### config.mk
export PLATFORM = sky130hd
export DESIGN_NAME = alarm_trigger_flat
export DESIGN_NICKNAME = d
export VERILOG_FILES = /design/src/rtl/alarm_pkg.sv /design/src/rtl/alarm_trigger_if.sv /design/src/rtl/bcd_time_match.sv /design/src/rtl/alarm_trigger.sv /design/src/flat_wrapper.sv
export SDC_FILE = /design/constraint.sdc
export NUM_CORES = 1
export LEC_CHECK = 0
export BUFFER_PORTS_ARGS = -buffer_cell sky130_fd_sc_hd__buf_2
export CORE_MARGIN = 2
export CORE_UTILIZATION = 45
export DETAILED_ROUTE_END_ITERATION = 16
export PLACE_DENSITY = 0.73
export SYNTH_ARGS = -nofsm -noshare
export SYNTH_HDL_FRONTEND = slang
export SYNTH_SLANG_ARGS = --single-unit
### constraint.sdc
create_clock -name clk -period 3.69 [get_ports clk]
set_clock_uncertainty 0.15 [all_clocks]
set_input_delay 0.369 -clock clk [delete_from_list [all_inputs] [get_ports clk]]
set_output_delay 0.369 -clock clk [all_outputs]
set_load 0.005 [all_outputs]
### src/rtl/alarm_pkg.sv
// Shared types for the alarm path: BCD digit, packed hh:mm:ss time and the alarm FSM states.
package alarm_pkg;

    typedef logic [3:0] bcd_digit_t;

    typedef struct packed {
        bcd_digit_t hourMsb;
        bcd_digit_t hourLsb;
        bcd_digit_t minMsb;
        bcd_digit_t minLsb;
        bcd_digit_t secMsb;
        bcd_digit_t secLsb;
    } bcd_time_t;

    typedef enum logic [1:0] {
        IDLE    = 2'd0,
        RINGING = 2'd1,
        SNOOZE  = 2'd2
    } alarm_state_t;

    function automatic int maxInt(input int a, input int b);
        return (a > b) ? a : b;
    endfunction

endpackage

### src/rtl/alarm_trigger_if.sv
// Bundle of the alarm trigger's user controls, time/alarm digits and annunciator outputs.
interface alarm_trigger_if;
    import alarm_pkg::*;

    logic       tick_1hz;
    logic       alarm_en;
    logic       stop;
    logic       snooze;

    bcd_digit_t cur_hour_msb;
    bcd_digit_t cur_hour_lsb;
    bcd_digit_t cur_min_msb;
    bcd_digit_t cur_min_lsb;
    bcd_digit_t cur_sec_msb;
    bcd_digit_t cur_sec_lsb;

    bcd_digit_t alm_hour_msb;
    bcd_digit_t alm_hour_lsb;
    bcd_digit_t alm_min_msb;
    bcd_digit_t alm_min_lsb;
    bcd_digit_t alm_sec_msb;
    bcd_digit_t alm_sec_lsb;

    logic       buzzer;
    logic       ringing;
    logic       snoozing;

    modport master (
        output tick_1hz, alarm_en, stop, snooze,
        output cur_hour_msb, cur_hour_lsb, cur_min_msb, cur_min_lsb, cur_sec_msb, cur_sec_lsb,
        output alm_hour_msb, alm_hour_lsb, alm_min_msb, alm_min_lsb, alm_sec_msb, alm_sec_lsb,
        input  buzzer, ringing, snoozing
    );

    modport slave (
        input  tick_1hz, alarm_en, stop, snooze,
        input  cur_hour_msb, cur_hour_lsb, cur_min_msb, cur_min_lsb, cur_sec_msb, cur_sec_lsb,
        input  alm_hour_msb, alm_hour_lsb, alm_min_msb, alm_min_lsb, alm_sec_msb, alm_sec_lsb,
        output buzzer, ringing, snoozing
    );

endinterface

### src/rtl/bcd_time_match.sv
// Combinational hh:mm:ss equality on raw nibbles (no BCD validity check).
// Shared with the display blink logic, so it stays free of any alarm state.
module bcd_time_match
    import alarm_pkg::*;
(
    input  bcd_time_t i_timeA,
    input  bcd_time_t i_timeB,
    output logic      o_match
);

    logic [5:0] w_digitEq;

    always_comb begin
        w_digitEq    = '0;
        w_digitEq[5] = (i_timeA.hourMsb == i_timeB.hourMsb);
        w_digitEq[4] = (i_timeA.hourLsb == i_timeB.hourLsb);
        w_digitEq[3] = (i_timeA.minMsb  == i_timeB.minMsb);
        w_digitEq[2] = (i_timeA.minLsb  == i_timeB.minLsb);
        w_digitEq[1] = (i_timeA.secMsb  == i_timeB.secMsb);
        w_digitEq[0] = (i_timeA.secLsb  == i_timeB.secLsb);
    end

    assign o_match = &w_digitEq;

endmodule

### src/rtl/alarm_trigger.sv
// Alarm trigger: rings on the rising edge of time==alarm, handles stop/snooze/timeout.
// Build option ALARM_TRIGGER_BEEP_EN: buzzer beeps at 0.5 Hz instead of a steady tone.
module alarm_trigger
    import alarm_pkg::*;
#(
    parameter int RING_TIMEOUT_S = 60,
    parameter int SNOOZE_S       = 300
)
(
    input  logic            clk,
    input  logic            reset,
    alarm_trigger_if.slave  bus
);

    localparam int               CNT_W     = $clog2(maxInt(RING_TIMEOUT_S, SNOOZE_S) + 1);
    localparam logic [CNT_W-1:0] RING_LOAD = CNT_W'(RING_TIMEOUT_S);
    localparam logic [CNT_W-1:0] SNZ_LOAD  = CNT_W'(SNOOZE_S);
    localparam logic [CNT_W-1:0] CNT_ONE   = CNT_W'(1);

    bcd_time_t        w_curTime;
    bcd_time_t        w_almTime;
    logic             w_match;
    logic             w_trigger;

    alarm_state_t     r_state;
    alarm_state_t     w_nextState;
    logic [CNT_W-1:0] r_ringCnt;
    logic [CNT_W-1:0] w_nextRingCnt;
    logic [CNT_W-1:0] r_snzCnt;
    logic [CNT_W-1:0] w_nextSnzCnt;
    logic             r_matchQ;
    logic             r_buzzer;
    logic             w_nextBuzzer;
    logic             r_ringing;
    logic             r_snoozing;

    assign w_curTime = {bus.cur_hour_msb, bus.cur_hour_lsb, bus.cur_min_msb,
                        bus.cur_min_lsb,  bus.cur_sec_msb,  bus.cur_sec_lsb};
    assign w_almTime = {bus.alm_hour_msb, bus.alm_hour_lsb, bus.alm_min_msb,
                        bus.alm_min_lsb,  bus.alm_sec_msb,  bus.alm_sec_lsb};

    bcd_time_match u_match (
        .i_timeA (w_curTime),
        .i_timeB (w_almTime),
        .o_match (w_match)
    );

    // Only the first cycle of a match rings; a held match must not re-arm.
    assign w_trigger = w_match & ~r_matchQ & bus.alarm_en;

    always_comb begin
        w_nextState   = r_state;
        w_nextRingCnt = r_ringCnt;
        w_nextSnzCnt  = r_snzCnt;

        if (!bus.alarm_en) begin
            w_nextState = IDLE;
        end else begin
            case (r_state)
                IDLE: begin
                    if (w_trigger) begin
                        w_nextState   = RINGING;
                        w_nextRingCnt = RING_LOAD;
                    end
                end
                RINGING: begin
                    if (bus.stop) begin
                        w_nextState = IDLE;
                    end else if (bus.snooze) begin
                        w_nextState  = SNOOZE;
                        w_nextSnzCnt = SNZ_LOAD;
                    end else if (bus.tick_1hz) begin
                        if (r_ringCnt == CNT_ONE) begin
                            w_nextState = IDLE;
                        end else begin
                            w_nextRingCnt = r_ringCnt - CNT_ONE;
                        end
                    end
                end
                SNOOZE: begin
                    if (bus.stop) begin
                        w_nextState = IDLE;
                    end else if (bus.tick_1hz) begin
                        if (r_snzCnt == CNT_ONE) begin
                            w_nextState   = RINGING;
                            w_nextRingCnt = RING_LOAD;
                        end else begin
                            w_nextSnzCnt = r_snzCnt - CNT_ONE;
                        end
                    end
                end
                default: begin
                    w_nextState = IDLE;
                end
            endcase
        end
    end

`ifdef ALARM_TRIGGER_BEEP_EN
    // Silent on entry to RINGING, then flips once per second while it stays there.
    always_comb begin
        w_nextBuzzer = 1'b0;
        if ((w_nextState == RINGING) && (r_state == RINGING)) begin
            w_nextBuzzer = bus.tick_1hz ? ~r_buzzer : r_buzzer;
        end
    end
`else
    assign w_nextBuzzer = (w_nextState == RINGING);
`endif

    always_ff @(posedge clk) begin
        if (reset) begin
            r_state    <= IDLE;
            r_ringCnt  <= '0;
            r_snzCnt   <= '0;
            r_matchQ   <= 1'b0;
            r_buzzer   <= 1'b0;
            r_ringing  <= 1'b0;
            r_snoozing <= 1'b0;
        end else begin
            r_state    <= w_nextState;
            r_ringCnt  <= w_nextRingCnt;
            r_snzCnt   <= w_nextSnzCnt;
            r_matchQ   <= w_match;
            r_buzzer   <= w_nextBuzzer;
            r_ringing  <= (w_nextState == RINGING);
            r_snoozing <= (w_nextState == SNOOZE);
        end
    end

    assign bus.buzzer   = r_buzzer;
    assign bus.ringing  = r_ringing;
    assign bus.snoozing = r_snoozing;

endmodule
### src/flat_wrapper.sv
// flat-port wrapper written by rule: the top's interface ports become plain ports
module alarm_trigger_flat import alarm_pkg::*;
#(
    parameter int RING_TIMEOUT_S = 60,
    parameter int SNOOZE_S       = 300
)
  (clk, reset, bus_tick_1hz, bus_alarm_en, bus_stop, bus_snooze, bus_cur_hour_msb, bus_cur_hour_lsb, bus_cur_min_msb, bus_cur_min_lsb, bus_cur_sec_msb, bus_cur_sec_lsb, bus_alm_hour_msb, bus_alm_hour_lsb, bus_alm_min_msb, bus_alm_min_lsb, bus_alm_sec_msb, bus_alm_sec_lsb, bus_buzzer, bus_ringing, bus_snoozing);
  alarm_trigger_if bus_i ();
  input  logic clk;
  input  logic reset;
  input wire logic [$bits(bus_i.tick_1hz)-1:0] bus_tick_1hz;
  input wire logic [$bits(bus_i.alarm_en)-1:0] bus_alarm_en;
  input wire logic [$bits(bus_i.stop)-1:0] bus_stop;
  input wire logic [$bits(bus_i.snooze)-1:0] bus_snooze;
  input wire logic [$bits(bus_i.cur_hour_msb)-1:0] bus_cur_hour_msb;
  input wire logic [$bits(bus_i.cur_hour_lsb)-1:0] bus_cur_hour_lsb;
  input wire logic [$bits(bus_i.cur_min_msb)-1:0] bus_cur_min_msb;
  input wire logic [$bits(bus_i.cur_min_lsb)-1:0] bus_cur_min_lsb;
  input wire logic [$bits(bus_i.cur_sec_msb)-1:0] bus_cur_sec_msb;
  input wire logic [$bits(bus_i.cur_sec_lsb)-1:0] bus_cur_sec_lsb;
  input wire logic [$bits(bus_i.alm_hour_msb)-1:0] bus_alm_hour_msb;
  input wire logic [$bits(bus_i.alm_hour_lsb)-1:0] bus_alm_hour_lsb;
  input wire logic [$bits(bus_i.alm_min_msb)-1:0] bus_alm_min_msb;
  input wire logic [$bits(bus_i.alm_min_lsb)-1:0] bus_alm_min_lsb;
  input wire logic [$bits(bus_i.alm_sec_msb)-1:0] bus_alm_sec_msb;
  input wire logic [$bits(bus_i.alm_sec_lsb)-1:0] bus_alm_sec_lsb;
  output wire logic [$bits(bus_i.buzzer)-1:0] bus_buzzer;
  output wire logic [$bits(bus_i.ringing)-1:0] bus_ringing;
  output wire logic [$bits(bus_i.snoozing)-1:0] bus_snoozing;
  assign bus_i.tick_1hz = bus_tick_1hz;
  assign bus_i.alarm_en = bus_alarm_en;
  assign bus_i.stop = bus_stop;
  assign bus_i.snooze = bus_snooze;
  assign bus_i.cur_hour_msb = bus_cur_hour_msb;
  assign bus_i.cur_hour_lsb = bus_cur_hour_lsb;
  assign bus_i.cur_min_msb = bus_cur_min_msb;
  assign bus_i.cur_min_lsb = bus_cur_min_lsb;
  assign bus_i.cur_sec_msb = bus_cur_sec_msb;
  assign bus_i.cur_sec_lsb = bus_cur_sec_lsb;
  assign bus_i.alm_hour_msb = bus_alm_hour_msb;
  assign bus_i.alm_hour_lsb = bus_alm_hour_lsb;
  assign bus_i.alm_min_msb = bus_alm_min_msb;
  assign bus_i.alm_min_lsb = bus_alm_min_lsb;
  assign bus_i.alm_sec_msb = bus_alm_sec_msb;
  assign bus_i.alm_sec_lsb = bus_alm_sec_lsb;
  assign bus_buzzer = bus_i.buzzer;
  assign bus_ringing = bus_i.ringing;
  assign bus_snoozing = bus_i.snoozing;
  alarm_trigger #(.RING_TIMEOUT_S(RING_TIMEOUT_S), .SNOOZE_S(SNOOZE_S)) u_core (.clk(clk), .reset(reset), .bus(bus_i));
endmodule
# == After elaboration in Yosys (flattened, before gate mapping) ==
# Index checks and enable logic that the tools add are counted.
# totals
reg_bits,23
latchBits,0
ram_bits,0
mem_bits_ro,0
inputBits,54
elab_cells,64
mem_count,0
# op_classes
add_sub_neg,2
multipliers,0
n_div,0
n_lt_le_gt_ge,0
eq_ne,22
shifts,0
muxes,25
bitwise,3
reduce_logical,6
# op_table
operator,count
9-bit two-way mux,13
9-bit case mux with 3 select lines,1
4-bit equality test,6
9-bit by 1-bit equality test with 1-bit output (second input constant),2
2-bit two-way mux,9
9-bit case mux with 2 select lines,1
9-bit by 1-bit subtractor with 9-bit output (second input constant),2
2-bit != test (second input constant),8
10-bit AND reduction,1
7-bit AND reduction,1
2-bit case mux with 3 select lines,1
6-bit AND reduction,1
2-bit by 1-bit equality test with 1-bit output (second input constant),2
2-bit equality test (second input constant),2
2-bit by 1-bit != test with 1-bit output (second input constant),2
3-bit nonzero test,1
1-bit bitwise AND,2
2-bit zero test,1
2-bit nonzero test,1
1-bit NOT,1

# == Depth between registers and ports, before layout ==
# Gate-level depths: netlist of run 1.
# logic_depth
ltp_word,8
ltp_mapped,8
mapped_depth_nobuf,7

# == Hierarchy ==
# Synthesis of run 1 repeated with hierarchy kept, for this count alone.
# hier_totals
hier_cells,178
hier_area_um2,1520.2
# by_module_without_submodules
mod,n_inst,cells_per_inst,area_each_um2
alarm_trigger,1,146,1256.2
bcd_time_match,1,32,264.0

# == Worst setup path before layout of run 1 ==
# Ideal clock, no wire load.
# synth_timing
kind,flip-flop to flip-flop
start,register u_core.r_ringCnt[0]
end,register u_core.r_ringCnt[8]
setup_ns,0.079
arrival_ns,1.866
required_time_ns,3.461
setup_slack_ns,1.595
stages_incl_launch_ff,8
cell_sequence,dfxtp_1 -> inv_1 -> ha_1 -> or3b_1 -> or4_4 -> o31ai_2 -> nor2_1 -> a211oi_2
# synth_via
elab_chain_cells,6
elab_cells_between_ends,9
cone_classes,add/sub (1); eq/ne (2); mux (5); reduce/logical (1)
# synth_lines
item,line_no,text
start: declaration,alarm_trigger.sv:27,logic [CNT_W-1:0] r_ringCnt;
start signal: assignment,alarm_trigger.sv:122,r_ringCnt <= w_nextRingCnt;
9-bit by 1-bit subtractor with 9-bit output,alarm_trigger.sv:76,w_nextRingCnt = r_ringCnt - CNT_ONE;
9-bit two-way mux,alarm_trigger.sv:73,if (r_ringCnt == CNT_ONE) begin
9-bit two-way mux,alarm_trigger.sv:72,end else if (bus.tick_1hz) begin
9-bit two-way mux,alarm_trigger.sv:69,end else if (bus.snooze) begin
9-bit two-way mux,alarm_trigger.sv:67,if (bus.stop) begin
9-bit case mux with 3 select lines,alarm_trigger.sv:59,case (r_state)
# Several ways; a longest one is shown, not always the timed one. The select of a mux whose other input is x is not followed.
# A chain may end at the register's enable or synchronous reset.

# == Worst setup path after layout of run 1 ==
# Ends and elaborated chain as after synthesis.

==> summary.md, run 1 <==
| Metric | Value |
|---|---|
| Chip width | about 65 um |
| Starting density of the core | 0.464 |
| Synth Area per Inst | 8.33 um^2 |
| # DRC | 0 |
| Slew Limit Fails | 0 |
| Commonest register cell after synthesis | dfxtp_1 |
| Row cnt | 22 |
| Min Tclk post-route | 2230 ps |
| Via density per instance | 5.50 |
| Global-route wire length before repair | 6.33 mm |
| Setup-failing EPs final | 0 |
| Synth Warn # | 0 |
| Tightest Pin Transition | just under 600 ps |
| FF+latch count, synth | 23 |
| CTS tree | done |
| DR WL/cell | 12.6 um |
| CP Class | flop to flop |
| Clock slew at reported path FFs | ~90 ps |
| FMAX | ~0.45 GHz |
| Worst EP arrival | 2280 ps |
| Max-cap violations | 0 |
| DRT Wirelength | 3.82 mm |
| Post-CTS Setup Bufs | 0 |
| GPL Wtd Cong | 0.882 |
| CP endpoint kind | flop |
| Vias in the first global route | 1443 |
| IO Pins | 57 |
| Synth area leader | dfxtp_1 |
| Filler cells | 334 |
| Pwr dens | 240 nW/um^2 |
| Clk sinks | 23 |
| Tot GR Track Use | 0.188 |
| Syn_nets | 259 |
| Post-route clock period utilization | 0.605 |
| Worst VDD drop | 0.000205 V |
| Crit-path max FO | 6 |
| Area of the core | about 3600 um^2 |
| Nets | roughly 310 |
| Total CTS buffers | 3 |
| Antenna violations before repair | 0 |
| Syn Inst Count | approximately 200 |
| CP Data Required Time | ~3700 ps |
| DP Wirelength | approximately 3 mm |
| Outcome | completed |
| Leak | a little under 0.8 nW |
| Sequential area share after synthesis | 0.275 |
| Clock latency on the worst-skew pair | 270 ps |
| Overflow after GRT | 0 |
| EDFF count, synth | 0 |
| Worst slew margin | 0.599 |
| Post-DRT Antenna Nets | 0 |
| # H-tree levels | 1 |
| Worst hold path class | input pin to flop |
| Largest net degree at the start of global routing | 17 |
| RSZ-0062 raised after global routing | false |
| Antenna Diode Count | 0 |
| Share of the synthesized area in the top cell type | 0.275 |
| Startpoint Class | flop |
| Die ar. | 4220 um^2 |
| DR pass1 iterations | 6 |
| Netlist cell types | 54 |
| Via count | 1662 |
| Fin. Hold Viols | 0 |
| Share of layout cells above drive strength 1 | 0.283 |
| Ys async rst share | 0 |
| Die height | 65.0 um |
| Setup TNS | 0 ps |
| Post-CTS Resized | 0 |
| Port Buffers | 56 |
| Synth-to-Final Area Change | 21.2% |
| Core Util, Final | 0.563 |
| Hold WS | 180 ps |
| Root Driver | clkbuf_8 |
| Clock buffer depth | 2 |
| Top cells by area in the synthesized netlist | dfxtp_1 28%, xnor2_1 13%, a21oi_1 3.6%, nor3_1 3.3%, nor2_1 3.1% |
| Hold_buf cts | 0 |
| Post-synthesis cell area | 1670 um^2 |
| DR iter-0 viols | 182 |
## flip-flops by register name, indices dropped and copies added, names as in the netlist
name	flops
u_core.bus.buzzer	1
u_core.bus.snoozing	1
u_core.r_matchQ	1
u_core.r_ringCnt	9
u_core.r_snzCnt	9
u_core.r_state	2
## final cells by class
type / instances / area [um^2] / share of cell area
Sequential cell: 23 / 460 / 0.227
Clock inverter: 1 / 5.00 / 0.00247
Tap cell: 48 / 60.1 / 0.0296
Clock buffer: 3 / 41.3 / 0.0203
Multi-Input combinational cell: 161 / 1140 / 0.562
Inverter: 9 / 33.8 / 0.0166
Timing Repair Buffer: 57 / 288 / 0.142
## cells in the final DEF (no fill, tap or decap), types with 7 or more instances in the layout
| cell type | count |
|---|---|
| inv_1 | 9 |
| dfxtp_1 | 23 |
| nor3_1 | 11 |
| nand4_1 | 7 |
| o21ai_0 | 8 |
| nand2_1 | 9 |
| xnor2_1 | 24 |
| buf_2 | 56 |
| a21oi_1 | 12 |
| nor2_1 | 14 |
## report_power, final
part           switching, mW  internal (mW)  leakage, nW
Combinational         0.0345         0.0443        0.580
Clock                 0.0857         0.0756       0.0255
Sequential      0.0000000410          0.248        0.185
Total                  0.120          0.368        0.791
## final timing paths
| check | from | end | slack, ps | cells past startpoint |
|---|---|---|---|---|
| setup / recovery | u_core.r_ringCnt[0] | u_core.r_ringCnt[8] | 1460 | 7 |
| hold / removal | bus_stop | u_core.r_state[1] | 180 | 2 |
| setup reg to reg | u_core.r_ringCnt[0] | u_core.r_ringCnt[8] | 1460 | 7 |
| hold reg to reg | u_core.r_ringCnt[3] | u_core.r_ringCnt[3] | 340 | 2 |
## layer usage
| metal | global-route usage | part of all wire | vias up |
|---|---|---|---|
| met2 | 0.302 | 0.48 | 31 |
| met3 | 0.0451 | 0.042 | 6 |
| li1 | - | - | 860 |
| met5 | 0 | 0 | - |
| met1 | 0.253 | 0.47 | 765 |
| met4 | 0.0426 | 0.0092 | 0 |
## Yosys cell counts, drive strengths merged, types with 2 or more instances
library cell / instances
o31ai: 5
xnor2: 24
buf: 3
nor2: 14
o311ai: 2
inv: 9
nand2: 9
nand4: 8
o21ai: 10
o2111ai: 4
ha: 4
dfxtp: 23
nor3: 11
xor2: 6
nor2b: 6
a21oi: 13
o211ai: 3
o31a: 2
nor3b: 2
nand2b: 4
nor4: 2
or4: 4
or3b: 2
and3: 2
clkbuf: 5
a211oi: 4
nor4b: 2
o2bb2ai: 2
o21a: 2
## stage by stage
step | std cells | power (mW) | setup WS [ps] | area [um^2]
final | 302 | 0.488 | 1460 | 2030
after global routing | 302 | 0.514 | 1280 | 2030
after CTS | 302 | 0.493 | 1470 | 2030
after detailed placement | 298 | 0.333 | 1490 | 1980
after global placement | 298 | 0.332 | 1440 | 1980
after floorplan | 201 | 0.294 | 1590 | 1670
## critical path, cell delays in order (launching register included)
cell and delay (ps):
dfxtp_1 330, inv_1 110, ha_1 200, or3b_1 430, or4_4 430, o31ai_2 210, nor2_1 80, a211oi_2 200
## cell families after synthesis
family	after synthesis	synth area share
and+or+nand+nor	71	0.247
buffers and inverters	17	0.0433
DFF	23	0.275
muxes	1	0.00598
AOI/OAI and AO/OA	55	0.241
adders and majority gates	4	0.0299
xor gates and xnor gates	30	0.157
No activity file was read; power rests on OpenSTA's default activity.
==> run 2, diff against run 1 <==
Clock period 3.69 ns to 2.25 ns, I/O delays scaled along.
==> run 2 against run 1 <==
Hold slack lost 120 ps. Non-clock buffer count grew 8. Clock power grew 65%. Setup slack lost 1300 ps. Routed wire length grew 5.8%. Critical path depth is the same. Global-route usage shrank 0.20 points. Critical endpoint unchanged.
==> summary.md, run 2 (synthesized netlist as in run 1, its figures left out) <==
| Metric | Value |
|---|---|
| Hold_buf cts | 0 |
| Leak | approximately 0.83 nW |
| Worst hold path class | input pin to flop |
| Setup TNS | 0 ps |
| Post-route clock period utilization | 0.950 |
| Crit path max-delay family | simple AND/OR/NAND/NOR gates |
| Nets | 321 |
| Max-cap violations | 0 |
| Overflow after GRT | 0 |
| Clk sinks | 23 |
| Via density per instance | around 5.5 |
| DRT Wirelength | 4.04 mm |
| DR WL/cell | 13.0 um |
| Antenna violations before repair | 0 |
| Die height | 65.0 um |
| Fin. Hold Viols | 0 |
| Hold WS | roughly 55 ps |
| CTS tree | done |
| Commonest non-fill, non-tap cell in the layout | buf_2 |
| CP cell instances | inv_1, ha_2, or3b_4, or4_4, o31ai_4, nor2_1, a211oi_2 |
| Placed cells | 306 |
| IO Pins | 57 |
| Clock latency on the worst-skew pair | between 200 and 300 ps |
| Startpoint Class | flop |
| Vias in the first global route | 1487 |
| Row cnt | 22 |
| Largest net degree at the start of global routing | 14 |
| Critical path buffers and inverters | 1 |
| Root Driver | clkbuf_8 |
| Via count | approximately 1700 |
| Crit. path cell count | 7 |
| DP Wirelength | 3.20 mm |
| Reg2Reg Depth | 7 |
| CP Data Required Time | around 2300 ps |
| Worst r2r src | u_core.r_ringCnt[1] |
| Tot GR Track Use | 0.186 |
| Tightest Pin Transition | roughly 460 ps |
| Antenna Diode Count | 0 |
| Crit-path max FO | 6 |
| Worst VDD drop | 0.000316 V |
| Clock slew at reported path FFs | 90 ps |
| Share of layout cells above drive strength 1 | 0.321 |
| Min Tclk post-route | 2140 ps |
| Total CTS buffers | 3 |
| Slew Limit Fails | 0 |
| Crit path max-delay cell type | or4_4 |
| Critical path startpoint | u_core.r_ringCnt[1] |
| Worst EP arrival | 2180 ps |
| Area of the core | 3610 um^2 |
| Post-DRT Antenna Nets | 0 |
| Core Util, Final | 0.585 |
| Setup-failing EPs final | 0 |
| Non-filler cells, final | 310 |
| Chip width | ~65 um |
| Synth-to-Final Area Change | 26.0% |
| RSZ-0062 raised after global routing | true |
| CP Capture Point | u_core.r_ringCnt[8] |
| Port Buffers | 56 |
| Starting density of the core | 0.464 |
| Die ar. | roughly 4200 um^2 |
| DR pass1 iterations | 4 |
| CP endpoint kind | flop |
| Commonest cells after routing, fill and taps aside | 56 x buf_2, 24 x xnor2_1, 23 x dfxtp_1 |
| FMAX | 0.468 GHz |
| # DRC | 0 |
| Clock buffer depth | 2 |
| GPL Wtd Cong | 0.891 |
| R2R Path End | u_core.r_ringCnt[8] |
| Outcome | completed |
| R2r setup slk | 110 ps |
| Top Registers | u_core.r_ringCnt x9, u_core.r_snzCnt x9, u_core.r_state x2 |
| Worst slew margin | 0.691 |
| Pwr dens | about 380 nW/um^2 |
| Global-route wire length before repair | 6.42 mm |
| Slowest cell delay on critical path | around 440 ps |
| CP Class | flop to flop |
| # H-tree levels | 1 |
| DR iter-0 viols | 120 |
[run 2: worst min-delay path by stage]
stage / start / to / slack, ps / cells after the start
finish: bus_stop / u_core.bus.snoozing / 50 / 2
global route: bus_stop / u_core.bus.snoozing / 60 / 2
CTS: bus_stop / u_core.bus.snoozing / 50 / 2
detailed placement: bus_stop / u_core.bus.snoozing / 330 / 2
global placement: bus_stop / u_core.bus.snoozing / 330 / 2
floorplan: bus_stop / u_core.bus.snoozing / 150 / 1
[run 2: final cells by class]
class	instances	area (um^2)
clock buffers	3	41.3
clock inverters	1	5.00
fillers	339	1500
inverters	9	33.8
multi-input cells	161	1160
flip-flops and latches	23	460
well taps	48	60.1
repair buffers	65	348
[run 2: metal layers]
metal | wire [um] | vias to the layer above | global-route usage
li1 | - | 869 | -
met1 | 1930 | 809 | 0.259
met2 | 1950 | 38 | 0.299
met3 | 136 | 2 | 0.0313
met4 | 16 | 0 | 0.0399
met5 | 0 | - | 0
[run 2: through the flow]
stage | instance area, um^2 | setup slack, ps | power [mW]
2_1_floorplan | 1670 | 155 | 0.483
3_3_place_gp | 2040 | 88.9 | 0.544
3_5_place_dp | 2040 | 23.0 | 0.547
4_1_cts | 2090 | 13.9 | 0.806
5_1_grt | 2110 | -12.8 | 0.839
6_report | 2110 | 113 | 0.802
[run 2: what timing repair did]
action	in CTS	in global routing
buffers inserted	0	0
gates resized for setup	0	7
setup endpoints to repair	0	3
hold endpoints to repair	0	0
[run 2: report_power, final]
group	switching, mW	internal [mW]
Combinational	0.0578	0.0727
Clock	0.141	0.124
Sequential	0.0000000701	0.407
==> run 3, diff against run 2 <==
Settings changed: CORE_ASPECT_RATIO set to 1.4.
==> run 3 against run 2 <==
Register-to-register slack worse by 90 ps. Critical path type unchanged. Combinational power hardly changed. Via count is 0.12% lower. Flip-flop and latch count stayed put. Hold slack worse by 9.5 ps. Die area is 0.16% higher. Setup slack worse by 93 ps. Design area is 0.59% higher. Sequential power hardly changed. Fmax is 4.2% lower. Final cell count is 1.3% lower.
==> summary.md, run 3 (synthesized netlist as in run 1, its figures left out) <==
| Metric | Value |
|---|---|
| Outcome | completed |
| Max-cap violations | 0 |
| Worst r2r src | u_core.r_ringCnt[0] |
| R2r setup slk | 20 ps |
| Clk sinks | 23 |
| Largest net degree at the start of global routing | 14 |
| Startpoint Class | flop |
| Commonest cells after routing, fill and taps aside | 56 x buf_2, 24 x xnor2_1, 23 x dfxtp_1 |
| Clock buffer depth | 2 |
| Die ar. | about 4200 um^2 |
| CP endpoint kind | flop |
| CP cell instances | inv_1, ha_2, or3b_4, or4_4, o31ai_4, nor2_1, a211oi_2 |
| Total CTS buffers | 3 |
| Post-DRT Antenna Nets | 0 |
| Clk pwr share | 0.332 |
| Tightest Pin Transition | roughly 500 ps |
| Nets | 323 |
| # DRC | 0 |
| IO Pins | 57 |
| Logic pwr share | 0.163 |
| DR WL/cell | 13.5 um |
| Chip width | 55.6 um |
| Internal Power | between 600 and 700 uW |
| Psw | 200 uW |
| Row cnt | 26 |
| CP Class | flop to flop |
| Synth-to-Final Area Change | 26.8% |
| Leak | 0.848 nW |
| Via count | 1716 |
| Final worst slack | 19.7 ps |
| CP Data Required Time | roughly 2300 ps |
| Worst hold path class | input pin to flop |
| Worst slew margin | 0.656 |
| Crit path max-delay cell type | or4_4 |
| Post-CTS Setup Bufs | 0 |
| Top Registers | u_core.r_ringCnt x9, u_core.r_snzCnt x9, u_core.r_state x2 |
| Crit path max-delay family | simple AND/OR/NAND/NOR gates |
| Hold WS | 45.3 ps |
| Setup-failing EPs final | 0 |
| Worst EP arrival | 2280 ps |
| Die height | between 70 and 80 um |
| Pwr dens | 379 nW/um^2 |
| # H-tree levels | 1 |
| Tot GR Track Use | 0.192 |
| DRT Wirelength | 4.14 mm |
| Fin. Hold Viols | 0 |
| Share of layout cells above drive strength 1 | 0.326 |
| Min Tclk post-route | 2230 ps |
| CTS tree | done |
| Root Driver | clkbuf_8 |
| DR iter-0 viols | 72 |
| Post-route clock period utilization | 0.991 |
| FMAX | between 0.4 and 0.5 GHz |
| Area of the core | 3610 um^2 |
| Switching share of total power | 0.249 |
| Antenna violations before repair | 0 |
| Slowest cell delay on critical path | 440 ps |
| Slew Limit Fails | 0 |
| Overflow after GRT | 0 |
| DR pass1 iterations | 4 |
| Global-route wire length before repair | 6.72 mm |
| Worst VDD drop | 0.000249 V |
| Crit-path max FO | 6 |
| Clock latency on the worst-skew pair | 280 ps |
| Starting density of the core | 0.464 |
| Vias in the first global route | 1565 |
| HP Start | bus_stop |
| Via density per instance | 5.61 |
| Worst Hold Depth | 2 |
| Commonest non-fill, non-tap cell in the layout | buf_2 |
| Worst Hold End | u_core.bus.snoozing |
| Reg2Reg Depth | 7 |
| Place WS | about 30 ps |
| GPL Wtd Cong | 0.805 |
| Flop pwr share | 0.505 |
| R2R Path End | u_core.r_ringCnt[8] |
| Antenna Diode Count | 0 |
| DP Wirelength | 3.32 mm |
| Port Buffers | 56 |
| Critical path buffers and inverters | 1 |
| Clock slew at reported path FFs | 90 ps |
[run 3: worst max-delay path by stage]
stage	from	to	slack [ps]	depth (start not counted)
floorplan	u_core.r_ringCnt[0]	u_core.r_ringCnt[8]	150	7
global placement	u_core.r_ringCnt[0]	u_core.r_ringCnt[8]	90	7
detailed placement	u_core.r_ringCnt[0]	u_core.r_ringCnt[8]	30	7
CTS	u_core.r_ringCnt[0]	u_core.r_ringCnt[8]	10	7
global route	u_core.r_ringCnt[0]	u_core.r_ringCnt[8]	-50	7
finish	u_core.r_ringCnt[0]	u_core.r_ringCnt[8]	20	7
[run 3: layer usage]
metal  wire length (um)  share of wire  up-vias  global-route usage
met5                  0              0        -                   0
met4                 66          0.016        0              0.0756
li1                   -              -      869                   -
met1               1670           0.40      795               0.226
met3                143          0.035        5              0.0153
met2               2250           0.54       47               0.350
[run 3: stage by stage]
| step | total power, mW | instance area, um^2 | utilization | TNS, ps | instances |
|---|---|---|---|---|---|
| 2_1_floorplan | 0.483 | 1670 | - | 0 | 201 |
| 3_3_place_gp | 0.546 | 2050 | 0.568 | 0 | 302 |
| 3_5_place_dp | 0.547 | 2050 | 0.568 | 0 | 302 |
| 4_1_cts | 0.810 | 2100 | 0.581 | 0 | 306 |
| 5_1_grt | 0.831 | 2120 | 0.588 | -53.2 | 306 |
| 6_report | 0.805 | 2120 | 0.588 | 0 | 306 |
[run 3: worst register-to-register path: stages (launching register included)]
cell and delay (ps):
dfxtp_1 330, inv_1 110, ha_2 210, or3b_4 410, or4_4 440, o31ai_4 190
nor2_1 90, a211oi_2 220
[run 3: layout make-up]
cell class	instances	area (um^2)
clock inverters	1	5.00
multi-input cells	161	1170
well taps	42	52.6
inverters	9	33.8
repair buffers	67	363
flip-flops and latches	23	460
clock buffers	3	41.3
fillers	337	1490
[run 3: power groups by stage]
| stage | Sequential [mW] | Combinational (mW) | Clock [mW] |
|---|---|---|---|
| 2_1_floorplan | 0.416 | 0.0668 | 0 |
| 3_3_place_gp | 0.416 | 0.130 | 0 |
| 3_5_place_dp | 0.416 | 0.131 | 0 |
| 4_1_cts | 0.407 | 0.132 | 0.272 |
| 5_1_grt | 0.407 | 0.145 | 0.279 |
| 6_report | 0.407 | 0.131 | 0.267 |
[run 3: what timing repair did]
action                                  in CTS  in global routing
endpoints found under the setup margin       0                  5
resized for setup                            0                  6
hold buffers                                 0                  0
